## src/rtl/ula_pkg.sv

```systemverilog
// -----------------------------------------------------------------------------
// ula_pkg
// Shared definitions for the multi-beat ULA sequencer and anything that models
// or drives the external 8-bit ULA slice.
//   - op_t            : 2-bit operation code
//   - OP_AND/OR/XOR/ADD: operation encodings (also used on the slice bus)
//   - state_t         : sequencer FSM states (IDLE, EXEC, DONE)
// -----------------------------------------------------------------------------
package ula_pkg;

    typedef logic [1:0] op_t;

    localparam op_t OP_AND = 2'b00;
    localparam op_t OP_OR  = 2'b01;
    localparam op_t OP_XOR = 2'b10;
    localparam op_t OP_ADD = 2'b11;

    typedef enum logic [1:0] {
        IDLE = 2'b00,
        EXEC = 2'b01,
        DONE = 2'b10
    } state_t;

endpackage : ula_pkg

```

## src/rtl/ula_sequenciador.sv

```systemverilog
// -----------------------------------------------------------------------------
// ula_sequenciador
// Executes WIDTH-bit AND/OR/XOR/ADD operations on an external, combinational
// SLICE-bit ULA slice, one slice per clock, least-significant slice first.
// Carry is chained between beats for ADD only.
//
// Ports
//   CLK, RST_N           : clock, synchronous active-low reset
//   IN_VALID/IN_READY    : operation request handshake (A, B, OP)
//   ULA_EN/A/B/OP/CIN    : drive of the external slice (all zero outside EXEC)
//   ULA_RES, ULA_COUT    : combinational slice result and carry-out
//   OUT_VALID/OUT_READY  : result handshake (RESULTADO, CARRY)
//   ZERO, NEGATIVO       : result flags, present only with ULA_SEQ_FLAGS_EN
//
// Optional build macro: ULA_SEQ_FLAGS_EN adds the ZERO/NEGATIVO outputs.
// -----------------------------------------------------------------------------
module ula_sequenciador
    import ula_pkg::*;
#(
    parameter int WIDTH = 16,
    parameter int SLICE = 8
) (
    input  logic             CLK,
    input  logic             RST_N,
    input  logic             IN_VALID,
    output logic             IN_READY,
    input  logic [WIDTH-1:0] A,
    input  logic [WIDTH-1:0] B,
    input  logic [1:0]       OP,
    output logic             ULA_EN,
    output logic [SLICE-1:0] ULA_A,
    output logic [SLICE-1:0] ULA_B,
    output logic [1:0]       ULA_OP,
    output logic             ULA_CIN,
    input  logic [SLICE-1:0] ULA_RES,
    input  logic             ULA_COUT,
    output logic             OUT_VALID,
    input  logic             OUT_READY,
`ifdef ULA_SEQ_FLAGS_EN
    output logic             ZERO,
    output logic             NEGATIVO,
`endif
    output logic [WIDTH-1:0] RESULTADO,
    output logic             CARRY
);

    localparam int BEATS = WIDTH / SLICE;
    localparam int BW    = (BEATS > 1) ? $clog2(BEATS) : 1;
    localparam logic [BW-1:0] LAST_BEAT = BW'(BEATS - 1);

    generate
        if ((WIDTH % SLICE) != 0) begin : g_bad_width
            $error("ula_sequenciador: WIDTH must be an integer multiple of SLICE");
        end
    endgenerate

    state_t           state_q, state_d;
    logic [BW-1:0]    beat_q, beat_d;
    logic [WIDTH-1:0] a_q, a_d;
    logic [WIDTH-1:0] b_q, b_d;
    op_t              op_q, op_d;
    logic             carry_q, carry_d;   // inter-beat carry chain
    logic [WIDTH-1:0] res_q, res_d;
    logic             cout_q, cout_d;     // final carry presented on CARRY
`ifdef ULA_SEQ_FLAGS_EN
    logic             zero_q, zero_d;
    logic             neg_q, neg_d;
`endif

    always_ff @(posedge CLK) begin
        if (!RST_N) begin
            state_q <= IDLE;
            beat_q  <= '0;
            a_q     <= '0;
            b_q     <= '0;
            op_q    <= OP_AND;
            carry_q <= 1'b0;
            res_q   <= '0;
            cout_q  <= 1'b0;
`ifdef ULA_SEQ_FLAGS_EN
            zero_q  <= 1'b0;
            neg_q   <= 1'b0;
`endif
        end else begin
            state_q <= state_d;
            beat_q  <= beat_d;
            a_q     <= a_d;
            b_q     <= b_d;
            op_q    <= op_d;
            carry_q <= carry_d;
            res_q   <= res_d;
            cout_q  <= cout_d;
`ifdef ULA_SEQ_FLAGS_EN
            zero_q  <= zero_d;
            neg_q   <= neg_d;
`endif
        end
    end

    always_comb begin
        state_d   = state_q;
        beat_d    = beat_q;
        a_d       = a_q;
        b_d       = b_q;
        op_d      = op_q;
        carry_d   = carry_q;
        res_d     = res_q;
        cout_d    = cout_q;
`ifdef ULA_SEQ_FLAGS_EN
        zero_d    = zero_q;
        neg_d     = neg_q;
`endif
        IN_READY  = 1'b0;
        OUT_VALID = 1'b0;
        ULA_EN    = 1'b0;
        ULA_A     = '0;
        ULA_B     = '0;
        ULA_OP    = 2'b00;
        ULA_CIN   = 1'b0;

        case (state_q)
            IDLE: begin
                // Reset dominates in the register, but the ready output must
                // also read low while reset is held.
                IN_READY = RST_N;
                if (IN_VALID) begin
                    a_d     = A;
                    b_d     = B;
                    op_d    = OP;
                    carry_d = 1'b0;
                    beat_d  = '0;
                    state_d = EXEC;
                end
            end

            EXEC: begin
                ULA_EN  = 1'b1;
                ULA_OP  = op_q;
                ULA_A   = a_q[int'(beat_q) * SLICE +: SLICE];
                ULA_B   = b_q[int'(beat_q) * SLICE +: SLICE];
                ULA_CIN = (op_q == OP_ADD) ? carry_q : 1'b0;

                res_d[int'(beat_q) * SLICE +: SLICE] = ULA_RES;
                // Logic ops never propagate the slice carry-out.
                carry_d = (op_q == OP_ADD) ? ULA_COUT : 1'b0;

                if (beat_q == LAST_BEAT) begin
                    cout_d  = carry_d;
`ifdef ULA_SEQ_FLAGS_EN
                    zero_d  = (res_d == '0);
                    neg_d   = res_d[WIDTH-1];
`endif
                    state_d = DONE;
                end else begin
                    beat_d = beat_q + 1'b1;
                end
            end

            DONE: begin
                OUT_VALID = 1'b1;
                if (OUT_READY) begin
                    state_d = IDLE;
                end
            end

            default: begin
                state_d = IDLE;
            end
        endcase
    end

    assign RESULTADO = res_q;
    assign CARRY     = cout_q;
`ifdef ULA_SEQ_FLAGS_EN
    assign ZERO      = zero_q;
    assign NEGATIVO  = neg_q;
`endif

endmodule : ula_sequenciador

```

## config.mk

```make
export PLATFORM = sky130hd
export DESIGN_NAME = ula_sequenciador
export DESIGN_NICKNAME = d
export VERILOG_FILES = /design/src/rtl/ula_pkg.sv /design/src/rtl/ula_sequenciador.sv
export SDC_FILE = /design/constraint.sdc
export NUM_CORES = 1
export LEC_CHECK = 0
export CAP_MARGIN = 5
export CORE_UTILIZATION = 35
export DETAILED_ROUTE_END_ITERATION = 8
export PLACE_DENSITY_LB_ADDON = 0.12
export SLEW_MARGIN = 30
export SYNTH_ARGS = -nofsm -noshare
export SYNTH_HDL_FRONTEND = slang
export SYNTH_SLANG_ARGS = --single-unit
```

## constraint.sdc

```tcl
create_clock -name CLK -period 2.3 [get_ports CLK]
set_input_delay 0.46 -clock CLK [delete_from_list [all_inputs] [get_ports CLK]]
set_output_delay 0.46 -clock CLK [all_outputs]
set_load 0.01 [all_outputs]
```

==> flow_summary.json <==
{
  "cp_top_family": "buffers and inverters",
  "setup_tns_ps": 0,
  "leakagePower_nw": 1.157,
  "finalPower_mw": 1.920,
  "port_buffers": 85,
  "synthAdderAreaFrac_pct": 0,
  "max_freq_ghz": 0.4693,
  "placed_area_um2": 3171,
  "startpoint_type": "register",
  "wl_met1_mm": 2.568,
  "clk_path_buf_depth": 2,
  "overflow": 0,
  "synth.distinct_cells": 25,
  "finClkSkew_ps": 5.682,
  "worstSetupPathType": "reg -> out",
  "drv_slew": 0,
  "cts_made_buffers": 5,
  "drive_above_1_share_pct": 7.386,
  "num_vias": 2066,
  "pwr_density_cell_nw_per_um2": 589.1,
  "cp_num_buf_inv": 2,
  "cp.required_ps": 1840,
  "avgSynthCellArea_um2": 8.248,
  "grt_max_degree": 100,
  "ios": 86,
  "fillers": 666,
  "setup_viol_count_final": 0,
  "yosys_warnings": 0,
  "clk_pin_slew_ps": 90,
  "cts-root-buf": "clkbuf_8",
  "worstMarginPinSlew_ps": 980.0,
  "ys_ff_latch": 55,
  "vias_per_cell": 4.816,
  "grt_pass1_vias": 1803,
  "dieArea_um2": 6855,
  "synthCells": 277,
  "synthesis.nets": 324,
  "seqCellArea_um2": 1105,
  "grt_pass1_wl_mm": 8.597,
  "critical_path.max_stage_delay_ps": 470,
  "antenna_found_initial": 0,
  "path_cells": "buf_4, mux2i_1, nor2_1, clkdlybuf4s50_1",
  "slew_headroom_pct": 34.66,
  "htreeDepth": 2,
  "synth-simple-area-share_pct": 25.25,
  "coreArea_um2": 6314,
  "status": "complete, no violations",
  "clk_latency_ps": 300,
  "initial_core_util_pct": 36.19,
  "max_cap_violations": 0,
  "nets": 398,
  "routed_wl_mm": 5.597,
  "worstPathArrival_ps": 1670,
  "wire_per_inst_um": 13.05,
  "die_h_um": 82.80,
  "rsz0062_at_grt": "no",
  "cp_max_fo": 12,
  "drc_errors": 0,
  "antenna_cells": 0,
  "worst_ir_drop_vdd_uv": 346.6,
  "met3WireLength_um": 467,
  "top_layer": "met4",
  "critPathCaptureType": "output pin",
  "finalHoldViolCount": 0,
  "cts_tree": "built",
  "period_share_pct": 92.64,
  "track_usage_pct": 16.86,
  "drt_first_pass_iters": 4,
  "final_area_um2": 3258,
  "holdCritPathClass": "reg -> reg",
  "hold_buffers": 0,
  "antenna_left": 0,
  "areaGrowthSynthToFinish_pct": 42.61,
  "rows": 29,
  "yosys-mux-area-fraction_pct": 7.010,
  "dp_hpwl_mm": 3.787,
  "routabilityCongestion": 0.6642,
  "period_needed_ps": 2131,
  "synth_area_um2": 2285,
  "synth_top_family_by_area": "simple AND/OR/NAND/NOR gates",
  "yosysSeqAreaShare_pct": 48.19,
  "synth-compound-area-share_pct": 13.80,
  "crit_path_top_delay_cell": "clkdlybuf4s50_1",
  "drt_iter0_drc": 61,
  "wl_met2_mm": 2.487,
  "cts_sinks": 55,
  "fp.dieW_um": 82.80,
  "synth-xor-area-share_pct": 0,
  "multi_input_area_um2": 1059
}
[through the flow]
stage	std cells	hold WS [ps]	utilization [%]	worst slack [ps]
2_1_floorplan	277	435.3	-	635.7
3_3_place_gp	421	444.4	50.22	360.9
3_5_place_dp	421	449.2	50.22	328.7
4_1_cts	429	465.4	51.53	64.71
5_1_grt	429	480.7	51.61	57.54
6_report	429	458.9	51.61	169.2
[layer usage]
layer / vias to the layer above / global-route usage [%]
li1: 1088 / -
met4: 0 / 6.724
met1: 919 / 21.32
met5: - / 0
met3: 6 / 6.011
met2: 53 / 26.07
[cell usage in the layout (no fill, tap or decap)]
cell             netlist  final
clkdlybuf4s50_1        0     83
buf_4                  0      6
nor2b_1                1      1
dfxtp_4                0      1
o21ai_0               44     44
dfxtp_1               55     54
and2_1                 3      3
o21ai_2                8      8
clkinv_2               0      1
dlymetal6s2s_1         0      1
a21boi_2               1      1
nand2b_1               2      2
or3b_1                 1      1
nand3b_1               1      1
nand3_2                1      1
nor3b_4                0      1
inv_1                  1      1
o22ai_1                1      1
clkbuf_1              14      2
nand4_1                1      1
clkbuf_8               0      5
and3_1                 1      1
a21boi_0               1      1
buf_2                  6      1
buf_12                 0      1
nand2_1               45     45
nor2_1                17     17
mux2i_1               16     16
nand3_1               51     51
[where the power goes]
part	switching (mW)	internal [mW]	total, mW	leakage, nW
registers	0.0319	1.01	1.05	0.451
clock network	0.290	0.214	0.505	0.0422
logic	0.178	0.191	0.370	0.664
total	0.501	1.42	1.92	1.16
[cell families after synthesis]
logic type | Yosys count
and+or+nand+nor | 125
muxes | 16
buffers and inverters | 26
DFF | 55
AOI/OAI and AO/OA | 55
[path summary, 6_finish.rpt]
check / start / to / slack (ps) / depth (start not counted)
max: beat_q / ULA_A[6] / 170 / 4
min: a_q[14] / a_q[14] / 460 / 2
max reg2reg: beat_q / RESULTADO[7] / 700 / 4
min reg2reg: a_q[14] / a_q[14] / 460 / 2
[state kept, by name (all words and copies together) (netlist names)]
signal     flops
beat_q         1
carry_q        1
a_q           16
CARRY          1
state_q        2
RESULTADO     16
op_q           2
b_q           16
[worst reg2reg max path: cells and delay by family, from the launching register on]
kind	cells	cell delay (ps)
simple gates	2	930
buf+inv	1	170
compound gates	1	70
flops	1	320
[cells in the mapped netlist (all sizes together)]
cell	number	share of area, %
inv	1	0.16
and2	3	0.82
nand2	45	7.4
nor2b	1	0.27
o22ai	1	0.27
nand4	1	0.27
or3b	1	0.38
clkbuf	14	2.3
nor3b	1	0.55
nor2	17	2.8
dfxtp	55	48
buf	11	3.3
nand3	52	12
and3	1	0.27
nand3b	1	0.33
o21ai	52	13
a21boi	2	0.82
mux2i	16	7.0
nand2b	2	0.55
[what timing repair did]
| action | CTS | global route |
|---|---|---|
| setup buffers | 0 | 0 |
| setup endpoints to repair | 1 | 1 |
| endpoints found under the hold margin | 0 | 0 |
| resized for setup | 1 | 2 |
| cloned | 0 | 0 |
[layout make-up]
type	instances	area share (%)
Timing Repair Buffer	92	28.03
Inverter	1	0.1152
Sequential cell	55	33.91
Clock inverter	1	0.1536
Tap cell	77	2.957
Multi-Input combinational cell	196	32.49
Clock buffer	7	2.343
(Power assumes the default switching activity.)
